==> src/rtl/matrix_store.sv <==
// Write-side tile store: accepts (row, col)-tagged elements and linearizes them to row<<s | col.
// Writes go out through a one-entry output register so writes can be backpressured; count/done track the tile.
module matrix_store #(
  parameter int MSB = 11,
  parameter int DW  = 16
) (
  input  logic           CLK,
  input  logic           RST,
  input  logic           start,
  input  logic [MSB:0]   row_max,
  input  logic [MSB:0]   col_max,
  input  logic           in_valid,
  output logic           in_ready,
  input  logic [MSB:0]   in_row,
  input  logic [MSB:0]   in_col,
  input  logic [DW-1:0]  in_data,
  output logic           mem_we,
  input  logic           mem_ready,
  output logic [MSB:0]   mem_addr,
  output logic [DW-1:0]  mem_wdata,
  output logic           busy,
  output logic           done,
  output logic           err,
  output logic [MSB+1:0] count
);

  localparam int SW = $clog2(MSB + 2);

  typedef enum logic [1:0] {
    S_IDLE = 2'd0,
    S_RUN  = 2'd1,
    S_DONE = 2'd2
  } state_t;

  state_t           r_state;
  state_t           w_next;
  logic [MSB:0]     r_row_max;
  logic [MSB:0]     r_col_max;
  logic [SW-1:0]    r_shift;
  logic [MSB+1:0]   r_total;
  logic [MSB+1:0]   r_count;
  logic             r_err;
  logic             r_full;
  logic [MSB:0]     r_addr;
  logic [DW-1:0]    r_wdata;

  logic [SW-1:0]    w_shift;
  logic             w_ones_run;
  logic [MSB+1:0]   w_rp1;
  logic [MSB+1:0]   w_cp1;
  logic [2*MSB+3:0] w_prod;
  logic [MSB+1:0]   w_total;
  logic             w_run_st;
  logic             w_start_ok;
  logic             w_in_range;
  logic             w_acc;
  logic             w_load;
  logic             w_wr;
  logic             w_last;
  logic [MSB+1:0]   w_count_nx;
  logic [MSB:0]     w_addr;

  // Shift is the number of trailing ones in the column mask; scan stops at the first zero.
  always_comb begin
    w_shift    = '0;
    w_ones_run = 1'b1;
    for (int i = 0; i <= MSB; i++) begin
      if (w_ones_run && col_max[i]) begin
        w_shift = w_shift + SW'(1);
      end else begin
        w_ones_run = 1'b0;
      end
    end
  end

  // Total is one bit wider than an index so a full 2^(MSB+1) tile does not wrap.
  assign w_rp1   = {1'b0, row_max} + (MSB+2)'(1);
  assign w_cp1   = {1'b0, col_max} + (MSB+2)'(1);
  assign w_prod  = {{(MSB+2){1'b0}}, w_rp1} * {{(MSB+2){1'b0}}, w_cp1};
  assign w_total = w_prod[MSB+1:0];

  assign w_run_st   = (r_state == S_RUN);
  assign w_start_ok = start && (r_state != S_RUN);
  assign w_in_range = ((in_row & ~r_row_max) == '0) && ((in_col & ~r_col_max) == '0);
  assign in_ready   = w_run_st && (!r_full || mem_ready);
  assign w_acc      = in_valid && in_ready;
  assign w_load     = w_acc && w_in_range;
  assign w_wr       = r_full && mem_ready;
  assign w_count_nx = r_count + (MSB+2)'(1);
  assign w_last     = w_wr && (w_count_nx == r_total);
  assign w_addr     = (in_row << r_shift) | in_col;

  always_ff @(posedge CLK) begin
    if (RST) begin
      r_state <= S_IDLE;
    end else begin
      r_state <= w_next;
    end
  end

  always_comb begin
    w_next = r_state;
    case (r_state)
      S_IDLE:  if (start)  w_next = S_RUN;
      S_RUN:   if (w_last) w_next = S_DONE;
      S_DONE:  if (start)  w_next = S_RUN;
      default: w_next = S_IDLE;
    endcase
  end

  always_ff @(posedge CLK) begin
    if (RST) begin
      r_row_max <= '0;
      r_col_max <= '0;
      r_shift   <= '0;
      r_total   <= '0;
      r_count   <= '0;
      r_err     <= 1'b0;
      r_full    <= 1'b0;
      r_addr    <= '0;
      r_wdata   <= '0;
    end else if (w_start_ok) begin
      r_row_max <= row_max;
      r_col_max <= col_max;
      r_shift   <= w_shift;
      r_total   <= w_total;
      r_count   <= '0;
      r_err     <= 1'b0;
      r_full    <= 1'b0;
    end else if (w_run_st) begin
      if (w_wr) begin
        r_count <= w_count_nx;
      end
      if (w_acc && !w_in_range) begin
        r_err <= 1'b1;
      end
      // Output register is emptied on tile completion; anything loaded alongside is discarded.
      if (w_last) begin
        r_full <= 1'b0;
      end else if (w_load) begin
        r_full  <= 1'b1;
        r_addr  <= w_addr;
        r_wdata <= in_data;
      end else if (w_wr) begin
        r_full <= 1'b0;
      end
    end
  end

  assign mem_we    = r_full;
  assign mem_addr  = r_addr;
  assign mem_wdata = r_wdata;
  assign busy      = w_run_st;
  assign done      = (r_state == S_DONE);
  assign err       = r_err;
  assign count     = r_count;

endmodule

==> config.mk <==
export PLATFORM = sky130hd
export DESIGN_NAME = matrix_store
export DESIGN_NICKNAME = d
export VERILOG_FILES = /design/src/rtl/matrix_store.sv
export SDC_FILE = /design/constraint.sdc
export NUM_CORES = 1
export LEC_CHECK = 0
export CAP_MARGIN = 10
export CELL_PAD_IN_SITES_DETAIL_PLACEMENT = 1
export CELL_PAD_IN_SITES_GLOBAL_PLACEMENT = 1
export CORE_MARGIN = 2
export CORE_UTILIZATION = 42
export CTS_CLUSTER_SIZE = 28
export DETAILED_ROUTE_END_ITERATION = 16
export PLACE_DENSITY_LB_ADDON = 0.1
export SYNTH_ARGS = -nofsm -noshare
export SYNTH_HDL_FRONTEND = slang
export SYNTH_SLANG_ARGS = --single-unit
==> constraint.sdc <==
create_clock -name CLK -period 7.4 [get_ports CLK]
set_input_delay 1.48 -clock CLK [delete_from_list [all_inputs] [get_ports CLK]]
set_output_delay 1.48 -clock CLK [all_outputs]
set_load 0.01 [all_outputs]
## After elaboration in Yosys (flattened, before gate mapping)

Index checks and enable logic that the tools add are counted.

| storage, ports and cells | value |
|---|---|
| bits in registers | 86 |
| input bits | 69 |
| output and inout port bits | 46 |

| cells by class | value |
|---|---|
| add/subtract/negate cells | 14 |
| multiply operators | 1 |
| equality and inequality tests | 6 |
| shifts and indexed selects | 1 |
| multiplexer cells | 29 |
| bitwise logic cells | 7 |
| reductions and logical operators | 33 |

Operator list:

| operator | number |
|---|---|
| 4-bit by 1-bit adder with 4-bit output, second input constant | 10 |
| 4-bit 2-to-1 mux | 10 |
| 12-bit by 1-bit adder with 13-bit output, second input constant | 2 |
| 12-bit AND | 2 |
| 12-bit logical NOT | 2 |
| 12-bit NOT | 2 |
| 1-bit logical AND | 19 |
| 1-bit 2-to-1 mux | 15 |
| 13-bit by 1-bit adder with 13-bit output, second input constant | 1 |
| 13-bit equality test | 1 |
| 13-bit by 13-bit multiplier with 13-bit output | 1 |
| 12-bit OR | 1 |
| 12-bit by 4-bit left shift with 12-bit output | 1 |
| 2-bit AND reduction | 4 |
| 2-bit 2-to-1 mux | 3 |
| 2-bit by 1-bit != test with 1-bit output, second input constant | 3 |
| 2-bit one-hot mux with 2 select lines | 1 |
| 4-bit AND reduction | 1 |
| 2-bit OR reduction | 2 |
| 3-bit nonzero test | 1 |
| 1-bit by 1-bit adder with 2-bit output, second input constant | 1 |
| 2-bit by 1-bit equality test with 1-bit output, second input constant | 1 |
| 2-bit equality test, second input constant | 1 |
| 1-bit logical NOT | 2 |
| 3 further kinds | 4 |

## Depth between registers and ports, before layout

| depth | value |
|---|---|
| depth after elaboration | 23 |
| depth in mapped cells | 31 |
| gate-level depth less buffers | 30 |

## Worst setup path after synthesis

No wires, ideal clock.

| path | value |
|---|---|
| path type | in2reg |
| from | input port row_max[0] |
| to | register r_total[12] |
| setup time | 0.117 ns |
| arrival time | 6.590 ns |
| data required time | 7.283 ns |
| path slack | 0.693 ns |
| cell stages on the path | 22 |
| cell sequence | ha_1 > clkbuf_1 > nand3_1 > xnor2_1 > nand2_1 > fa_1 > fa_1 > inv_1 > fa_1 > inv_1 > fa_1 > fa_1 > inv_1 > ha_1 > inv_1 > o21bai_1 > a21oi_1 > o21bai_1 > a21oi_1 > xnor3_1 > xnor2_1 > a22o_1 |

| between the ends | value |
|---|---|
| longest elaborated chain between the ends | 2 |

Ends and longest elaborated chain:

| item | line | text |
|---|---|---|
| start: declaration | 10 | `input logic [MSB:0] row_max,` |
| 12-bit by 1-bit adder with 13-bit output | 77 | `assign w_rp1 = {1'b0, row_max} + (MSB+2)'(1);` |
| 13-bit by 13-bit multiplier with 13-bit output | 79 | `assign w_prod = {{(MSB+2){1'b0}}, w_rp1} * {{(MSB+2){1'b0}}, w_cp1};` |
| end signal: assignment | 126 | `r_total <= w_total;` |
| end: declaration | 40 | `logic [MSB+1:0] r_total;` |

Every way passes these cells.
A chain may end at the register's enable or synchronous reset.

## Worst setup path after layout

Ends and elaborated chain as after synthesis.

==> flow_summary.yaml <==
sta:
  fin_skew_ns: 0.00962
  hold_violations: 0
  fin_crit_ns: 7.06
  rsz0062_at_grt: "false"
  finalCritPeriodShare: 0.954
  maxSlewHeadroom: 0.282
  setup-violations-final: 0
  worstMarginPinSlew_ns: 1.07
  drv_slew: 0
  final.setup.tns_ns: 0
  fmax_mhz: 142
cts:
  cts_made_buffers: 9
  cts.path.max_buffers: 2
  holdBufCountCts: 0
  cts_max_level: 3
  post_cts_buffers: 0
  clk_pin_slew_ns: 0.07
  cts_tree: "done"
  cts_root_buf: "clkbuf_16"
  clkSinkCount: 86
  clock_latency_ns: 0.35
floorplanning:
  die_w_um: 141
  fp.dieArea_um2: 19900
  rows: 50
  core-area_um2: 18600
  initial_core_util: 0.424
  dieHeight_um: 141
  ios: 115
global_route:
  antenna_found_initial: 0
  grt_pass1_wl_um: 37700
  grtUsageTotal: 0.235
  grt_pass1_vias: 7186
  overflow: 0
  grt_start_max_net_pins: 37
power:
  power.leakage_nw: 4.13
  p_per_area_nw_per_um2: 225
  ir_drop_v: 0.000254
placement:
  port_buffers: 114
  gp_congestion: 0.881
  placed_area_um2: 9530
  dp_hpwl_um: 18700
synthesis:
  async_flop_share: 0
  synth.avg_cell_area_um2: 8.29
  ys_top_cells_by_area: "dfxtp_1 22%, fa_1 12%, ha_1 7.5%"
  yosysTopAreaCell: "dfxtp_1"
  seq_area_frac_synth: 0.218
  ys_types: 73
  yosysMostFrequentCell: "inv_1"
  synthTopCellsByCount: "106 x inv_1, 92 x nor2_1, 88 x nand2_1, 86 x dfxtp_1, 58 x xnor2_1"
  synth_ff_type: "dfxtp_1"
  syn_inst: 951
  synth_top_area_frac: 0.218
  synth_edf_count: 0
  syn_area_um2: 7880
  ys_seq_elements: 86
  syn-num-nets: 1115
  yosys_warnings: 0
drt:
  via_count: 7151
  dr.pass1.iters: 4
  wl_um: 23100
  drt-initial-drc-count: 288
  wl_per_cell_um: 17.5
  drc: 0
  detail-route-antenna-nets: 0
  vias_per_cell: 5.40
finish:
  final_nets: 1249
  seqCellArea_um2: 1720
  syn2layout_area_growth_pct: 25.4
  drive_gt1_frac: 0.0927
  fin_util: 0.532
  multi_input_area_um2: 5590
  diodes: 0
  final_area_um2: 9880
  fillCellCount: 2233
critical_path:
  start_kind: "input pin"
  criticalPathCategory: "in2reg"
  path_max_fanout: 6
  arrival_ns: 7.30
  end_kind: "register"
  required_ns: 7.64
run_status:
  outcome: "complete, no violations"
job:
  drv_cap: 0
hold_path:
  hold_path.class: "reg2reg"
## worst paths after layout
| path | start | endpoint | slack [ns] | cells after the start |
|---|---|---|---|---|
| min | r_total[0] | r_total[0] | 0.47 | 2 |
| max reg2reg | count[0] | mem_wdata[13] | 4.09 | 10 |
| max | row_max[0] | r_total[12] | 0.34 | 25 |
| min reg2reg | r_total[0] | r_total[0] | 0.47 | 2 |
## metal layers
metal | share of wire | vias to the layer above | track usage | wire length [um]
li1 | - | 3463 | - | -
met1 | 0.47 | 3515 | 0.326 | 10800
met2 | 0.47 | 150 | 0.391 | 11000
met3 | 0.044 | 23 | 0.0323 | 1030
met4 | 0.015 | 0 | 0.0511 | 356
met5 | 0 | - | 0 | 0
## worst max-delay path, cell delays in order
cell and delay (ns):
clkdlybuf4s50_1 0.59, and2_1 0.30, nand4_1 0.14, xnor2_1 0.19, buf_4 0.19, nor2b_1 0.14
fa_1 0.48, inv_1 0.05, fa_1 0.53, inv_1 0.04, ha_1 0.28, ha_1 0.28
inv_1 0.06, fa_1 0.54, inv_1 0.04, ha_1 0.33, a21o_1 0.19, a21oi_1 0.19
o21bai_1 0.09, a21oi_1 0.19, o21bai_1 0.09, a21oi_1 0.14, xnor3_1 0.41, xnor2_1 0.13
a22o_1 0.19
## cell type report
class,instances,area share
Clock buffer,10,0.0242
Clock inverter,6,0.00759
Sequential cell,86,0.174
Timing Repair Buffer,169,0.157
Tap cell,234,0.0296
Inverter,108,0.0410
Multi-Input combinational cell,711,0.566
## kinds of logic (layout without fill, tap and decap cells)
logic type	Yosys count	count (layout)	share of synthesized area
AOI/OAI and AO/OA	162	162	0.145
and+or+nand+nor	311	311	0.189
xor gates and xnor gates	98	98	0.113
DFF	86	86	0.218
muxes	45	45	0.0610
adders and majority gates	95	95	0.197
buffers and inverters	154	293	0.0776
## flip-flops by register name (all words and copies together), names as in the netlist
name	cells
r_row_max	12
mem_wdata	16
mem_addr	12
r_total	13
count	13
r_shift	4
err	1
r_state	2
mem_we	1
r_col_max	12
## placed cells by master, fill, tap and decap left out, types with 5 or more instances in the layout
cell / count
nor4_1: 9
or3_1: 7
buf_4: 55
o22ai_1: 12
nand2_1: 88
clkdlybuf4s50_1: 113
a22o_1: 24
o221ai_1: 5
a211oi_1: 8
inv_1: 106
nor2_1: 92
clkbuf_16: 9
and2_1: 14
and3_1: 11
nor2b_1: 13
nand4_1: 13
dfxtp_1: 86
xor2_1: 37
ha_1: 47
nand2b_1: 12
fa_1: 48
and4_1: 5
o21ai_0: 35
mux2i_1: 38
nand3_1: 22
xnor2_1: 56
nor3_1: 9
a21oi_1: 30
## power breakdown
group / leakage [nW] / switching, W / internal (W)
Clock: 0.152 / 0.000202 / 0.000276
Combinational: 3.28 / 0.000621 / 0.000607
Sequential: 0.699 / 0.0000257 / 0.000493
Total: 4.13 / 0.000849 / 0.00138
## metrics by stage
stage / setup slack, ns / hold slack (ns) / cells / total power, W
floorplan: 0.693 / 0.426 / 951 / 0.00141
global placement: 0.00909 / 0.441 / 1308 / 0.00171
detailed placement: -0.0989 / 0.452 / 1308 / 0.00176
CTS: 0.261 / 0.468 / 1324 / 0.00226
global route: 0.000882 / 0.484 / 1324 / 0.00244
finish: 0.341 / 0.471 / 1324 / 0.00222
## timing repair
item / 4_1_cts / 5_1_grt
setup endpoints to repair: 0 / 2
resized for setup: 0 / 8
hold endpoints to repair: 0 / 0
Note: power is estimated with default switching activity, not from simulation.
